$ cat config.mk
export PLATFORM = sky130hd
export DESIGN_NAME = scale_apply
export DESIGN_NICKNAME = d
export VERILOG_FILES = /design/src/rtl/scale_apply.sv
export SDC_FILE = /design/constraint.sdc
export NUM_CORES = 1
export LEC_CHECK = 0
export CAP_MARGIN = 20
export CORE_ASPECT_RATIO = 1.25
export CORE_MARGIN = 8
export CORE_UTILIZATION = 35
export CTS_CLUSTER_SIZE = 8
export DETAILED_ROUTE_END_ITERATION = 12
export MAX_ROUTING_LAYER = met4
export PLACE_DENSITY = 0.6
export SLEW_MARGIN = 0
export SYNTH_ARGS = -nofsm -noshare
export SYNTH_HDL_FRONTEND = slang
export SYNTH_SLANG_ARGS = --single-unit
$ cat constraint.sdc
create_clock -name clk -period 10.2 [get_ports clk]
set_clock_uncertainty 0.05 [all_clocks]
set_input_delay 1.02 -clock clk [delete_from_list [all_inputs] [get_ports clk]]
set_output_delay 1.02 -clock clk [all_outputs]
set_load 0.02 [all_outputs]
$ cat src/rtl/scale_apply.sv
// scale_apply: two-stage pipeline that multiplies a Q-format operand by a late-arriving scale,
// rounding half up and saturating to the data width (mode 00 passes the operand through).
module scale_apply #(
    parameter int INT_BW = 5,
    parameter int FRA_BW = 10,
    parameter int MUL_BW = 16
) (
    input  logic              clk,
    input  logic              rst_n,
    input  logic [1:0]        gemm_uno,
    input  logic              in_valid,
    output logic              in_ready,
    input  logic [MUL_BW-1:0] m_i,
    input  logic [MUL_BW-1:0] scale_i,
    output logic              out_valid,
    input  logic              out_ready,
    output logic [MUL_BW-1:0] res_o,
    output logic              sat_o,
    input  logic              sat_clr,
    output logic [15:0]       sat_cnt
);
    localparam int PW = 2 * MUL_BW;
    localparam logic [PW-1:0] HALF = {{(PW-1){1'b0}}, 1'b1} << (FRA_BW - 1);

    logic              s0_v, s0_cap, s1_v;
    logic [1:0]        s0_mode;
    logic [MUL_BW-1:0] s0_m, s0_scale, sc, res_n;
    logic signed [PW-1:0] prod, rnd, r;
    logic              adv1, mv, ld, ovf, sat_n;

    assign adv1      = ~s1_v | out_ready;
    assign in_ready  = ~s0_v | adv1;
    assign mv        = s0_v & adv1;
    assign ld        = in_valid & in_ready;
    assign out_valid = s1_v;

    // The scale arrives one cycle after acceptance; a stalled beat keeps the captured copy.
    always_comb begin
        sc    = s0_cap ? s0_scale : scale_i;
        prod  = $signed(sc) * $signed(s0_m);
        rnd   = prod + $signed(HALF);
        r     = rnd >>> FRA_BW;
        ovf   = ~(&r[PW-1:INT_BW+FRA_BW] | ~|r[PW-1:INT_BW+FRA_BW]);
        res_n = s0_mode == 2'b00 ? s0_m
              : ovf ? (r[PW-1] ? {1'b1, {(MUL_BW-1){1'b0}}} : {1'b0, {(MUL_BW-1){1'b1}}})
              : r[MUL_BW-1:0];
        sat_n = s0_mode != 2'b00 && ovf;
    end

    always_ff @(posedge clk or negedge rst_n) begin
        if (!rst_n) begin
            s0_v     <= 1'b0;
            s0_cap   <= 1'b0;
            s0_mode  <= '0;
            s0_m     <= '0;
            s0_scale <= '0;
        end else if (ld) begin
            s0_v    <= 1'b1;
            s0_cap  <= 1'b0;
            s0_mode <= gemm_uno;
            s0_m    <= m_i;
        end else if (mv) begin
            s0_v   <= 1'b0;
            s0_cap <= 1'b0;
        end else if (s0_v && !s0_cap) begin
            s0_scale <= scale_i;
            s0_cap   <= 1'b1;
        end
    end

    always_ff @(posedge clk or negedge rst_n) begin
        if (!rst_n) begin
            s1_v  <= 1'b0;
            res_o <= '0;
            sat_o <= 1'b0;
        end else if (adv1) begin
            s1_v <= s0_v;
            if (s0_v) begin
                res_o <= res_n;
                sat_o <= sat_n;
            end
        end
    end

    always_ff @(posedge clk or negedge rst_n) begin
        if (!rst_n)
            sat_cnt <= '0;
        else if (sat_clr)
            sat_cnt <= '0;
        else if (s1_v && out_ready && sat_o && sat_cnt != 16'hFFFF)
            sat_cnt <= sat_cnt + 16'd1;
    end
endmodule

# Word-level counts from Yosys, hierarchy flattened
# Index checks and enable logic that the tools add are counted.
dict set report word_totals {
  register_bits 70
  in_bits 39
  word_cells 50
}
dict set report op_classes {
  addsub 2
  multipliers 1
  eq_ne 1
  n_mux 11
  bitwise_logic 10
  n_reduce_logical 16
}
# op count
set ops {}
lappend ops {{$mux 16} 6}
lappend ops {{$add 32x11->32 const B} 1}
lappend ops {{$mul 16x16->32} 1}
lappend ops {{$add 16x1->16 const B} 1}
lappend ops {{$ne 16x16->1 const B} 1}
lappend ops {{$reduce_and 7->1} 1}
lappend ops {{$reduce_or 7->1} 1}
lappend ops {{$reduce_bool 2->1} 3}
lappend ops {{$logic_and 1x1->1} 5}
lappend ops {{$mux 1} 5}
lappend ops {{$not 1->1} 5}
lappend ops {{$or 1x1->1} 3}
lappend ops {{$reduce_and 3->1} 1}
lappend ops {{$reduce_bool 3->1} 1}
lappend ops {{$and 1x1->1} 2}
lappend ops {{$logic_not 1->1} 2}
lappend ops {{$logic_not 2->1} 1}
lappend ops {{$reduce_and 2->1} 1}

# Logic depth before layout (Yosys ltp)
dict set report depth {
  ltp_word 8
  depth_mapped 29
  mapped_depth_nobuf 24
}

# Least setup slack after synthesis
# Ideal clock, no wire load.
dict set report synth_timing {
  kind {in2reg}
  from {input port scale_i[15]}
  to {register res_o[10]}
  setup_time_ps 160
  arrival_time_ps 7756
  slack_ps 2234
  stages 26
  path_cell_list {mux2_2 clkbuf_1 nand2_1 inv_1 fa_1 inv_1 fa_1 inv_1 fa_1 fa_1 fa_1 inv_1 fa_1 inv_1 ha_1 buf_2 nand2_1 o21ai_1 a2111o_1 a31o_1 or3_1 and4_1 and2_1 a311oi_4 buf_6 a311oi_2}
}
dict set report synth_via {
  elab_chain_cells 8
  word_cells_on_any_way 10
  classes_between {1 x add/sub; 1 x mul; 4 x mux; 1 x bitwise; 3 x reduce/logical}
}
# element line
set synth_rtl {}
lappend synth_rtl {{from (decl)} 14} ;# input logic [MUL_BW-1:0] scale_i,
lappend synth_rtl {{$mux 16 *} 39} ;# sc = s0_cap ? s0_scale : scale_i;
lappend synth_rtl {{$mul 16x16->32 *} 40} ;# prod = $signed(sc) * $signed(s0_m);
lappend synth_rtl {{$add 32x11->32 *} 41} ;# rnd = prod + $signed(HALF);
lappend synth_rtl {{$reduce_or 7->1} 43} ;# ovf = ~(&r[PW-1:INT_BW+FRA_BW] | ~|r[PW-1:INT_BW+FRA_BW]);
lappend synth_rtl {{$logic_not 1->1} 43}
lappend synth_rtl {{$or 1x1->1} 43}
lappend synth_rtl {{$mux 16 *} 45} ;# : ovf ? (r[PW-1] ? {1'b1, {(MUL_BW-1){1'b0}}} : {1'b0, {(MUL_BW-1){1'b1}}})
lappend synth_rtl {{$mux 16 *} 44} ;# res_n = s0_mode == 2'b00 ? s0_m
lappend synth_rtl {{to (signal assigned)} 79} ;# res_o <= res_n;
lappend synth_rtl {{to (decl)} 17} ;# output logic [MUL_BW-1:0] res_o,
# Every way passes the cells marked *; elsewhere a longest branch is shown, timed or not.
# A chain may end at the register's enable or synchronous reset.

# Final worst setup path
dict set report layout_timing {
  from {input port scale_i[15]}
  to {register res_o[14]}
}
# Same word-level chain as after synthesis.

==> summary.txt <==
Status
  • Status: complete, no violations

Critical path
  • CP startpoint kind: input port
  • Worst path cell trace: clkdlybuf4s50_1 > mux2_2 > nand2_1 > inv_1 > fa_1 > inv_1 > fa_1 > inv_1 > fa_1 > fa_1 > fa_1 > inv_1 > fa_1 > inv_1 > ha_1 > nand2_1 > o21ai_1 > a2111o_1 > a31o_1 > or3_1 > and4_1 > and2_1 > a311oi_4 > a311oi_1
  • Setup Crit Path Kind: input port to flip-flop
  • Required @ worst endpoint: 10.33 ns
  • Worst Reg-to-Reg Cells: 24
  • WP data arrival: slightly below 9 ns
  • Worst setup EP type: flip-flop
  • Most frequent CP cell: fa_1
  • Worst path max stage delay: 0.86 ns
  • Register-to-register setup slack: 1.83 ns
  • Maximum fanout along the worst path: 16
  • Slowest cell on crit path: a311oi_4

Finish
  • Final nets: around 1800
  • Antenna diodes: 0
  • Area grow syn2layout: 11.3%
  • Layout cells sized above 1: under 10%

Global route
  • Largest net degree at the start of global routing: between 70 and 80
  • GRT overflow: 0
  • Number of global-route vias before repair: approximately 11000
  • Antenna violations before repair: 0
  • GRT Util Overall: around 17%
  • First-pass GRT wire length: 57.7 mm

Synth
  • Synth cell count leaders: 293 x inv_1, 262 x fa_1, 148 x nand2_1
  • Mapped Area: between 10000 and 15000 um^2
  • Largest cells by area after synthesis: fa_1 40%, dfrtp_1 13%, inv_1 8.3%
  • Syn_nets: about 1800
  • Post-synth EDFFs: 0
  • Most common flop cell mapped by yosys: dfrtp_1
  • Syn_area_per_cell: between 9 and 10 um^2
  • Ys Warns: 0
  • Cell variety after synth: 63
  • FF+latch count, synth: 70
  • Fraction of registers with async set/reset: 100%
  • Sequential share of the synthesized area: 13.2%
  • Synth top area share: 39.5%
  • Post-Syn Instances: about 1400
  • Synth area leader: fa_1
  • Most common cell in the netlist: inv_1

Min path
  • Hold/Removal Path Class: flip-flop to flip-flop
  • Hold depth: 1

Routing
  • Pre-Repair DR Iteration Count: 7
  • Remaining DRCs: 0
  • Met1 WL: between 10 and 15 mm
  • Via density: roughly 5.0
  • DR WL/cell: 17.9 um
  • Post-route ant nets: 0
  • Met3 Routed Length: 1.06 mm
  • Max layer used: met4
  • Vias: slightly below 10000
  • Post-Route WL: ~34 mm
  • DR iter-0 viols: around 400
  • Met2 wire len: 19.1 mm

Floorplan
  • Chip width: approximately 190 um
  • Starting Density: 35.5%
  • Core area: between 30000 and 40000 um^2
  • Std-Cell Rows: approximately 80
  • Number of top-level pins: 74
  • Die height: roughly 230 um
  • DIE AREA: around 44000 um^2

Timing
  • Final hold viol count: 0
  • Fin crit period: just under 9 ns
  • Slew headroom: between 30% and 40%
  • Max-slew violation count: 0
  • Period utilization: between 80% and 90%
  • Worst Tran Pin Value: 0.991 ns
  • Total negative setup slack: 0 ns
  • Achievable Freq: between 100 and 150 MHz
  • # setup viols final: 0
  • RSZ-0062 raised after global routing: false

Clock tree
  • Root buf cell: clkbuf_16
  • Num Clock Sinks: 70
  • Clock latency on the worst-skew pair: between 0.3 and 0.4 ns
  • CTS tree: yes
  • CTS H-tree depth: 3
  • Num CTS Buffers: 9
  • Cts repair resizes: 0
  • Hold buffer count at cts: 0
  • Clock Path Buffers: 2
  • Clock-pin slew on the worst setup and hold paths: 0.06 ns
  • Post-CTS setup repair buffer count: 0

Flow run
  • Max-Cap Viols: 0

Placed design
  • I/O Buffers: 73
  • Routability cong.: roughly 0.87
  • HPWL after detailed placement: about 27 mm
placed cells by master (no fill, tap or decap), types with 10 or more instances in the layout:
master,count
a21oi_1,47
or3_1,10
and3_1,11
xor2_1,13
fa_1,262
and2_1,108
inv_1,293
nand2_1,148
nor2_1,74
xnor2_1,25
mux2_2,50
clkdlybuf4s50_1,72
buf_4,11
ha_1,79
dfrtp_1,70
o21ai_0,26
a311oi_2,10
registers in the layout (all words and copies together) (netlist names), 2 cells and up:
register / flops
s0_m: 16
res_o: 16
sat_cnt: 16
s0_scale: 16
s0_mode: 2
cells by family after synthesis:
group / share of synthesized area [%]
simple gates: 14.9
buf+inv: 10.1
fa+ha+maj: 47.0
compound gates: 7.50
flops: 13.2
mux: 4.56
xor+xnor: 2.72
critical path, delay by kind of cell:
family	cells	cell delay, ns
mux	1	0.41
fa+ha+maj	7	3.58
buf+inv	6	1.03
compound gates	5	1.73
simple gates	5	1.03
area by class of cell:
class / instances / area (um^2)
Fill cell: 3770 / 22600
Tap cell: 486 / 608
Multi-Input combinational cell: 972 / 10200
Timing Repair Buffer: 83 / 803
Clock buffer: 9 / 225
Inverter: 293 / 1100
Clock inverter: 7 / 104
Sequential cell: 70 / 1750
through the flow:
stage | std cells | hold WS (ns) | cell area [um^2] | util, % | worst slack, ns
after floorplan | 1393 | 0.425 | 13300 | - | 2.23
after global placement | 1904 | 0.433 | 14400 | 38.6 | 1.27
after detailed placement | 1904 | 0.443 | 14400 | 38.6 | 1.17
after CTS | 1920 | 0.457 | 14800 | 39.5 | 1.52
after global routing | 1920 | 0.465 | 14800 | 39.5 | 1.10
final | 1920 | 0.454 | 14800 | 39.5 | 1.51
worst paths after layout:
path                                   from          end
min in group asynchronous             rst_n   sat_cnt[8]
worst max-delay path            scale_i[15]    res_o[14]
max in group asynchronous             rst_n  s0_scale[8]
worst min register to register  s0_scale[8]  s0_scale[8]
worst max register to register       s0_cap    res_o[14]
worst min-delay path            s0_scale[8]  s0_scale[8]
routing by layer:
layer,track usage (%),vias to the layer above
li1,-,4334
met1,18.8,5024
met2,31.5,189
met3,1.81,61
met4,5.29,0
met5,-,-
Power is left out: the tool's default activity adds up to more than one toggle a clock period on the data nets, which glitch-free logic cannot reach.
